### config.mk
export PLATFORM = sky130hd
export DESIGN_NAME = flash_op_sched
export DESIGN_NICKNAME = d
export VERILOG_FILES = /design/src/rtl/flash_pkg.sv /design/src/rtl/spi_byte_io.sv /design/src/rtl/flash_op_sched.sv
export SDC_FILE = /design/constraint.sdc
export NUM_CORES = 1
export LEC_CHECK = 0
export CORE_MARGIN = 5
export CORE_UTILIZATION = 40
export CTS_CLUSTER_DIAMETER = 150
export CTS_CLUSTER_SIZE = 16
export DETAILED_ROUTE_END_ITERATION = 10
export PLACE_DENSITY = 0.72
export SYNTH_ARGS = -nofsm -noshare
export SYNTH_HDL_FRONTEND = slang
export SYNTH_SLANG_ARGS = --single-unit
### constraint.sdc
create_clock -name sys_clk -period 5.75 [get_ports sys_clk]
set_clock_uncertainty 0.05 [all_clocks]
set_input_delay 0.8625 -clock sys_clk [delete_from_list [all_inputs] [get_ports sys_clk]]
set_output_delay 0.8625 -clock sys_clk [all_outputs]
set_load 0.03 [all_outputs]
### src/rtl/flash_pkg.sv
// Shared constants and types for the SPI flash operation scheduler.
// Latency: n/a (types, constants and a helper function only).
// Backpressure: n/a.
package flash_pkg;

   // M25P16 command opcodes
   localparam logic [7:0] OP_WREN = 8'h06;
   localparam logic [7:0] OP_SE   = 8'hD8;
   localparam logic [7:0] OP_PP   = 8'h02;
   localparam logic [7:0] OP_READ = 8'h03;
   localparam logic [7:0] OP_RDSR = 8'h05;

   // client index == bit position in req/gnt/done
   localparam logic [1:0] CL_SE = 2'd0;
   localparam logic [1:0] CL_PP = 2'd1;
   localparam logic [1:0] CL_RD = 2'd2;

   typedef enum logic [2:0] {IDLE, WREN, GAP1, CMD, GAP2, POLL, FIN} state_t;

   // sub-phase of one chip-select frame: cs setup, byte shifting, cs hold
   typedef enum logic [1:0] {PH_SETUP, PH_SHIFT, PH_HOLD} phase_t;

   function automatic logic [15:0] sat_inc16(input logic [15:0] v);
      return (v == 16'hFFFF) ? v : v + 16'd1;
   endfunction

endpackage

### src/rtl/spi_byte_io.sv
// SPI mode-0 byte shifter: one byte out on mosi (MSB first) and one in from miso.
// Latency: 16*SCK_DIV cycles per byte; byte_done is high in the cycle of the last sck fall.
// Backpressure: none; a start in the byte_done cycle chains the next byte with no sck gap.
// Ports: start/tx_byte load a byte; rx_byte holds the received byte (complete at byte_done);
//        sck idles low, mosi is 0 while idle; miso sampled on the sck rising edge.
module spi_byte_io #(
   parameter int SCK_DIV = 2
) (
   input  logic       sys_clk,
   input  logic       sys_rst,
   input  logic       start,
   input  logic [7:0] tx_byte,
   input  logic       miso,
   output logic       sck,
   output logic       mosi,
   output logic [7:0] rx_byte,
   output logic       byte_done
);
   import flash_pkg::*;

   localparam int            DW       = (SCK_DIV > 1) ? $clog2(SCK_DIV) : 1;
   localparam logic [DW-1:0] DIV_LAST = DW'(SCK_DIV - 1);

   logic          running;
   logic [DW-1:0] div_cnt;
   logic [3:0]    phase;     // even phases end in a rise, odd phases in a fall
   logic [7:0]    tx_sr;
   logic          tick;

   assign tick      = running && (div_cnt == DIV_LAST);
   // combinational so the scheduler can chain the next byte on the same edge
   assign byte_done = tick && (phase == 4'd15);

   always_ff @(posedge sys_clk) begin
      if (sys_rst) begin
         running <= 1'b0;
         div_cnt <= '0;
         phase   <= '0;
         tx_sr   <= '0;
         rx_byte <= '0;
         sck     <= 1'b0;
         mosi    <= 1'b0;
      end else if (start && (!running || byte_done)) begin
         // MSB goes out now, ahead of the first rise of this byte
         running <= 1'b1;
         div_cnt <= '0;
         phase   <= '0;
         tx_sr   <= {tx_byte[6:0], 1'b0};
         mosi    <= tx_byte[7];
         sck     <= 1'b0;
      end else if (tick) begin
         div_cnt <= '0;
         phase   <= phase + 4'd1;
         sck     <= ~sck;
         if (!sck) begin
            rx_byte <= {rx_byte[6:0], miso};
         end else if (phase == 4'd15) begin
            running <= 1'b0;
            mosi    <= 1'b0;
         end else begin
            mosi  <= tx_sr[7];
            tx_sr <= {tx_sr[6:0], 1'b0};
         end
      end else if (running) begin
         div_cnt <= div_cnt + DW'(1);
      end
   end

endmodule

### src/rtl/flash_op_sched.sv
// Round-robin scheduler/sequencer for erase, page-program and read on one SPI flash port.
// Latency: gnt one cycle after a sampled req in IDLE; done after the full WREN/CMD/RDSR sequence.
// Backpressure: requests are level-held and wait while busy; one operation in flight at a time.
// Ports: req[2:0] (erase/program/read) with their address/data; gnt/done one-hot pulses,
//        err with done on poll timeout, rd_data from the read op, busy gnt..done;
//        cs_n/sck/mosi/miso to the flash pins.
module flash_op_sched #(
   parameter int          SCK_DIV  = 2,
   parameter int          CS_GAP   = 32,
   parameter logic [15:0] POLL_MAX = 16'hFFFF
) (
   input  logic        sys_clk,
   input  logic        sys_rst,
   input  logic [2:0]  req,
   input  logic [23:0] se_addr,
   input  logic [23:0] pp_addr,
   input  logic [7:0]  pp_data,
   input  logic [23:0] rd_addr,
   output logic [2:0]  gnt,
   output logic [2:0]  done,
   output logic        err,
   output logic [7:0]  rd_data,
   output logic        busy,
   output logic        cs_n,
   output logic        sck,
   output logic        mosi,
   input  logic        miso
);
   import flash_pkg::*;

   localparam logic [15:0] SETUP_LAST = 16'(SCK_DIV - 1);
   localparam logic [15:0] HOLD_LAST  = 16'(2 * SCK_DIV - 1);
   localparam logic [15:0] GAP_LAST   = 16'(CS_GAP - 1);

   state_t      state;
   phase_t      ph;
   logic [15:0] cnt;        // setup / hold / gap counter
   logic [2:0]  byte_idx;   // byte currently shifting within the frame
   logic [15:0] poll_cnt;   // status bytes completed in POLL
   logic        timeout_q;
   logic [1:0]  client;
   logic [1:0]  rr_ptr;
   logic [23:0] addr_q;
   logic [7:0]  data_q;
   logic [7:0]  op_q;

   logic        grant_vld;
   logic [1:0]  grant_idx;
   logic [2:0]  cand;
   logic        more;
   logic        poll_last;
   logic        start;
   logic [2:0]  tx_sel;
   logic [7:0]  tx_byte;
   logic [7:0]  rx_byte;
   logic        byte_done;

   // Round-robin: scan offsets 2..0 so the smallest offset from rr_ptr wins.
   always_comb begin
      grant_vld = 1'b0;
      grant_idx = CL_SE;
      cand      = '0;
      for (int i = 2; i >= 0; i--) begin
         cand = {1'b0, rr_ptr} + 3'(i);
         if (cand >= 3'd3) cand = cand - 3'd3;
         if (req[cand[1:0]]) begin
            grant_vld = 1'b1;
            grant_idx = cand[1:0];
         end
      end
   end

   assign poll_last = ({1'b0, poll_cnt} + 17'd1) >= {1'b0, POLL_MAX};

   // Whether another byte follows the one completing now in this frame.
   always_comb begin
      more = 1'b0;
      case (state)
         CMD:     more = byte_idx < ((client == CL_SE) ? 3'd3 : 3'd4);
         POLL:    more = (byte_idx == 3'd0) || (rx_byte[0] && !poll_last);
         default: more = 1'b0;
      endcase
   end

   assign start = (state inside {WREN, CMD, POLL}) &&
                  (((ph == PH_SETUP) && (cnt == SETUP_LAST)) ||
                   ((ph == PH_SHIFT) && byte_done && more));

   assign tx_sel = (ph == PH_SETUP) ? 3'd0 : byte_idx + 3'd1;

   always_comb begin
      tx_byte = 8'h00;
      case (state)
         WREN: tx_byte = OP_WREN;
         CMD: begin
            case (tx_sel)
               3'd0:    tx_byte = op_q;
               3'd1:    tx_byte = addr_q[23:16];
               3'd2:    tx_byte = addr_q[15:8];
               3'd3:    tx_byte = addr_q[7:0];
               default: tx_byte = data_q;   // 0x00 dummy for read
            endcase
         end
         POLL:    tx_byte = (ph == PH_SETUP) ? OP_RDSR : 8'h00;
         default: tx_byte = 8'h00;
      endcase
   end

   spi_byte_io #(.SCK_DIV(SCK_DIV)) u_io (
      .sys_clk   (sys_clk),
      .sys_rst   (sys_rst),
      .start     (start),
      .tx_byte   (tx_byte),
      .miso      (miso),
      .sck       (sck),
      .mosi      (mosi),
      .rx_byte   (rx_byte),
      .byte_done (byte_done)
   );

   always_ff @(posedge sys_clk) begin
      if (sys_rst) begin
         state     <= IDLE;
         ph        <= PH_SETUP;
         cnt       <= '0;
         byte_idx  <= '0;
         poll_cnt  <= '0;
         timeout_q <= 1'b0;
         client    <= CL_SE;
         rr_ptr    <= CL_SE;
         addr_q    <= '0;
         data_q    <= '0;
         op_q      <= '0;
         gnt       <= '0;
         done      <= '0;
         err       <= 1'b0;
         busy      <= 1'b0;
         rd_data   <= '0;
         cs_n      <= 1'b1;
      end else begin
         gnt  <= '0;
         done <= '0;
         err  <= 1'b0;
         case (state)
            IDLE: begin
               if (grant_vld) begin
                  gnt       <= 3'b001 << grant_idx;
                  busy      <= 1'b1;
                  client    <= grant_idx;
                  rr_ptr    <= (grant_idx == CL_RD) ? CL_SE : grant_idx + 2'd1;
                  cs_n      <= 1'b0;
                  ph        <= PH_SETUP;
                  cnt       <= '0;
                  timeout_q <= 1'b0;
                  case (grant_idx)
                     CL_PP: begin
                        addr_q <= pp_addr; data_q <= pp_data; op_q <= OP_PP;   state <= WREN;
                     end
                     CL_RD: begin
                        addr_q <= rd_addr; data_q <= 8'h00;   op_q <= OP_READ; state <= CMD;
                     end
                     default: begin
                        addr_q <= se_addr; data_q <= 8'h00;   op_q <= OP_SE;   state <= WREN;
                     end
                  endcase
               end
            end
            GAP1, GAP2: begin
               if (cnt == GAP_LAST) begin
                  cs_n     <= 1'b0;
                  ph       <= PH_SETUP;
                  cnt      <= '0;
                  poll_cnt <= '0;
                  state    <= (state == GAP1) ? CMD : POLL;
               end else begin
                  cnt <= sat_inc16(cnt);
               end
            end
            WREN, CMD, POLL: begin
               case (ph)
                  PH_SETUP: begin
                     if (cnt == SETUP_LAST) begin
                        ph       <= PH_SHIFT;
                        byte_idx <= '0;
                     end else begin
                        cnt <= sat_inc16(cnt);
                     end
                  end
                  PH_SHIFT: begin
                     if (byte_done) begin
                        // byte 0 of POLL is the RDSR opcode, later ones are status
                        if ((state == POLL) && (byte_idx != 3'd0)) begin
                           poll_cnt <= sat_inc16(poll_cnt);
                           if (rx_byte[0] && poll_last) timeout_q <= 1'b1;
                        end
                        if (start) begin
                           byte_idx <= (byte_idx == 3'd7) ? byte_idx : byte_idx + 3'd1;
                        end else begin
                           ph  <= PH_HOLD;
                           cnt <= '0;
                        end
                     end
                  end
                  PH_HOLD: begin
                     if (cnt == HOLD_LAST) begin
                        cs_n <= 1'b1;
                        cnt  <= '0;
                        ph   <= PH_SETUP;
                        if (state == WREN) begin
                           state <= GAP1;
                        end else if ((state == CMD) && (client != CL_RD)) begin
                           state <= GAP2;
                        end else begin
                           state <= FIN;
                           done  <= 3'b001 << client;
                           err   <= timeout_q;
                           if (client == CL_RD) rd_data <= rx_byte;
                        end
                     end else begin
                        cnt <= sat_inc16(cnt);
                     end
                  end
                  default: ph <= PH_SETUP;
               endcase
            end
            FIN: begin
               state <= IDLE;
               busy  <= 1'b0;
            end
            default: state <= IDLE;
         endcase
      end
   end

endmodule

; ---- Yosys cells after proc, flatten, opt, wreduce, memory -nomap -nowiden
; Cells that the tools add are included.
[totals]
ff_bits = 125
input_bits = 86
wordCells = 234
[classes]
n_addsub = 12
order_cmp = 8
n_eq_ne = 42
shift = 2
mux = 86
n_bitwise = 9
n_reduce_logical = 51
[ops]
columns = op, count
row1 = 16-bit 2-to-1 mux, 12
row2 = 16-bit case mux with 3 select lines, 2
row3 = 24-bit case mux with 2 select lines, 1
row4 = 8-bit 2-to-1 mux, 5
row5 = 3-bit 2-to-1 mux, 13
row6 = 16-bit by 1-bit adder with 16-bit output (second input constant), 2
row7 = 16-bit equality test (second input constant), 2
row8 = 16-bit case mux with 2 select lines, 1
row9 = 8-bit case mux with 4 select lines, 1
row10 = 2-bit 2-to-1 mux, 15
row11 = 6-bit AND reduction, 5
row12 = 2-bit inequality test (second input constant), 12
row13 = 8-bit case mux with 3 select lines, 1
row14 = 1-bit 2-to-1 mux, 23
row15 = 16-bit by 1-bit adder with 17-bit output (second input constant), 1
row16 = 17-bit by 16-bit >= comparator with 1-bit output (second input constant), 1
row17 = 16-bit by 1-bit equality test with 1-bit output (second input constant), 1
row18 = 16-bit by 2-bit equality test with 1-bit output (second input constant), 1
row19 = 16-bit by 5-bit equality test with 1-bit output (second input constant), 1
row20 = 8-bit case mux with 2 select lines, 1
row21 = 3-bit inequality test (second input constant), 5
row22 = 2-bit nonzero test, 7
row23 = 3-bit by 2-bit equality test with 1-bit output (second input constant), 4
row24 = 3-bit equality test (second input constant), 4
row25 = other kinds (39), 89

; ---- Logic depth before layout (Yosys ltp)
[logic_depth]
word_depth = 13
depth_mapped = 14
ltp_nobuf = 12

; ---- Hierarchy
; A second synthesis with hierarchy kept.
[hier_totals]
cells_unflattened = 901
hier_area_um2 = 6989.2
[by_module_without_submodules]
columns = mod, n_inst, cells_each, area_each_um2
row1 = flash_op_sched, 1, 802, 6002.0
row2 = spi_byte_io, 1, 99, 987.2

; ---- Worst setup path before layout
; Ideal clock, no wire load.
[synth_timing]
path_type = input to register
startpoint = input port req[0]
endpoint = register addr_q[21]
setup_time_ps = 71
t_arrival_ps = 2893
required_ps = 5629
slack_ps = 2737
path_stages = 11
n_path_buf = 2
cell_sequence = inv_1 > maj3_1 > o211ai_1 > inv_1 > ha_1 > clkbuf_1 > clkbuf_1 > nand2_1 > o21ai_0 > nand2_1 > a21oi_1
[synth_between]
elab_chain_len = 7
[synth_rtl]
columns = item, line
row1 = start: declaration, flash_op_sched.sv:14  ; input logic [2:0] req,
row2 = 1-bit binary-select mux with 2-bit select, flash_op_sched.sv:66  ; if (req[cand[1:0]]) begin
row3 = 1-bit 2-to-1 mux (not written as such), flash_op_sched.sv:66
row4 = 2-bit 2-to-1 mux (2 in series), flash_op_sched.sv:66
row5 = 2-bit 2-to-1 mux *, flash_op_sched.sv:66
row6 = via grant_idx[0], flash_op_sched.sv:48  ; logic [1:0] grant_idx;
row7 = 2-bit equality test / 2-bit by 1-bit equality test with 1-bit output (equally long branches), flash_op_sched.sv:155  ; case (grant_idx)
row8 = 24-bit case mux with 2 select lines *, flash_op_sched.sv:155
row9 = end signal: assignment, flash_op_sched.sv:157  ; addr_q <= pp_addr; data_q <= pp_data; op_q <= OP_PP; state <= WREN;
row10 = end signal: assignment, flash_op_sched.sv:160  ; addr_q <= rd_addr; data_q <= 8'h00; op_q <= OP_READ; state <= CMD;
row11 = end signal: assignment, flash_op_sched.sv:163  ; addr_q <= se_addr; data_q <= 8'h00; op_q <= OP_SE; state <= WREN;
row12 = end: declaration, flash_op_sched.sv:43  ; logic [23:0] addr_q;
; Mark *: on every way through the listed nets, which the timed path passes. The rest lies on a longest branch. The select of a mux whose other input is x is not followed.
; A chain may end at the register's enable or synchronous reset.

; ---- Worst setup path after layout
[layout_timing]
startpoint = input port req[0]
endpoint = register addr_q[11]
; Same word-level chain as after synthesis.

==> impl_results.md <==
- Yosys cell types: 68
- Die area: 19600 sq um
- CTS Buf Count: 17
- H-tree depth: 4
- Ys flop type: dfxtp_1
- Row Count: 47
- CTS root buf: clkbuf_16
- Fin. max-slew vios: 0
- Total vias in the final route: 6388
- Area contributors post-synth: dfxtp_1 35%, nand2_1 9.3%, a21oi_1 5.1%
- Drt drc: 0
- Avg Synthesized Cell Area: 7.61 sq um
- Capturing element type of the critical path: flop
- Die height: 140 um
- Routed wire length: 16700 um
- Mapped cell area: 6770 sq um
- Status: finished, final reports clean
- Worst setup path category: in -> reg
- Minimum clock period after layout: 3.67 ns
- Drt wl/cell: 14.1 um
- Maximum clock insertion buffer count: 2
- Dpl hpwl: 11900 um
- Layout cells sized above 1: 5.68%
- Critical path arrival: 3.88 ns
- Warnings, synthesis: 0
- Top post-synthesis cells by count: 168 x nand2_1, 120 x dfxtp_1, 74 x nor2_1
- Antenna Diode Count: 0
- Port buffer count: 104
- Clk Latency, worst-skew pair: 0.41 ns
- # IOs: 105
- Final ANT Viol Nets: 0
- Overall power: 2750 uW
- Initial core utilization: 40.8%
- Number of clock sinks: 120
- Initial antenna violation count: 0
- Post-Syn Instances: 890
- Hold_buf cts: 0
- PwrDens: 324 nW/um^2
- Post-synth top area share: 35.5%
- First-pass GRT wire length: 27700 um
- Final setup viols: 0
- Worst EP required: 5.96 ns
- Gp weighted congestion: 0.826
- Final hold viol count: 0
- Critical Path Start Type: input pin
- Sequential element share of the synthesized area: 35.5%
- Largest net degree at the start of global routing: 86
- P_leak: 0.00298 uW
- Synth area leader: dfxtp_1
- DR iter-0 viols: 438
- Setup bufs post-CTS: 0
- Vias in the first global route: 5763
- Fmax: 272 MHz
- Hold Crit Class: reg -> reg
- Worst-margin pin slew: 1.16 ns
- Number of max-cap violations: 0
- Worst ir drop on vdd: 0.214 mV
- Net count reported at finish: 1064
- GRT Util Overall: 16.6%
- Post-CTS sizing: 0
- Core area: 16600 sq um
- Critical Path Fanout Max: 49
- P&R area growth vs syn: 25.5%
- Vias/cell: 5.37
- Syn Nets: 996
- #FFs+latches synth: 120
- GRT Residual Overflow: 0
- Post-synth ARST share: 0%
- CTS tree: done
- Hold slack: 0.400 ns
- RSZ-0062 raised after global routing: no
- Tcrit/Tclk final: 63.9%
- Setup TNS: 0 ns
- # fillers: 1606
- Number of flops mapped to enable cells by yosys: 0
- Slew headroom: 22.7%
- Count leader, synth: nand2_1
- Clock slew at reported path FFs: 0.06 ns
- Die W: 140 um
- Pre-antenna DRT Iters: 5
==> through the flow <==
step / std cells / worst slack, ns / util, % / instance area, sq um
finish: 1189 / 2.08 / 51.3 / 8500
global route: 1189 / 1.67 / 51.3 / 8500
CTS: 1189 / 2.06 / 51.3 / 8500
detailed placement: 1159 / 1.66 / 47.5 / 7870
global placement: 1159 / 1.76 / 47.5 / 7870
floorplan: 890 / 2.74 / - / 6770
==> metal layers <==
metal	wire (um)	track usage, %
met5	0	0
met4	173	4.13
met3	1190	5.66
met2	7700	26.6
met1	7650	21.7
==> where the power goes <==
part           total, uW  switching [uW]  internal [uW]  leakage [uW]
combinational        661             405            255       0.00171
clock               1150             381            764      0.000302
sequential           945            49.1            896      0.000973
total               2750             835           1920       0.00298
==> cells in the final DEF (no fill, tap or decap), types with 22 or more instances in the layout <==
master	n
nand2_1	168
dfxtp_1	120
clkdlybuf4s50_1	103
nor2_1	74
a21oi_1	69
o21ai_0	51
nand3_1	36
inv_1	30
a22oi_1	26
mux2i_1	25
nand2b_1	22
==> worst max-delay path, stage by stage <==
cell             delay, ns
clkdlybuf4s50_1       0.45
inv_1                 0.07
maj3_1                0.34
o211ai_1              0.44
inv_1                 0.17
ha_1                  1.10
o21ai_0               0.25
nand2_1               0.13
a21oi_1               0.07
==> state kept, by name, summed over array words and instances, names as in the netlist, 2 cells and up <==
name          cells
done              3
op_q              3
byte_idx          3
poll_cnt         16
u_io.rx_byte      8
ph                2
addr_q           24
u_io.tx_sr        7
client            2
state             3
data_q            8
rr_ptr            2
rd_data           8
cnt              16
u_io.phase        4
gnt               3
==> area by class of cell <==
cell class              count  area (sq um)  share of cell area [%]
well taps                 220           275                    3.24
clock inverters            12           201                    2.37
inverters                  30           113                    1.32
repair buffers            109          1080                    12.7
clock buffers              18           429                    5.05
multi-input cells         680          4010                    47.1
flip-flops and latches    120          2400                    28.3
==> final timing paths <==
kind / slack (ns) / end / cells past startpoint / startpoint
setup / recovery: 2.08 / addr_q[11] / 9 / req[0]
hold / removal: 0.40 / err / 2 / timeout_q
setup reg to reg: 2.26 / addr_q[11] / 9 / rr_ptr[0]
hold reg to reg: 0.40 / err / 2 / timeout_q
==> logic make-up (layout without fill, tap and decap cells) <==
| kind of cell | Yosys count | in the layout | synth area share, % |
|---|---|---|---|
| xor+xnor | 8 | 8 | 1.03 |
| compound gates | 240 | 240 | 23.9 |
| mux | 25 | 25 | 3.69 |
| flops | 120 | 120 | 35.5 |
| fa+ha+maj | 22 | 22 | 3.99 |
| buf+inv | 90 | 169 | 5.39 |
| simple gates | 385 | 385 | 26.5 |
No activity file was read; power rests on OpenSTA's default activity.
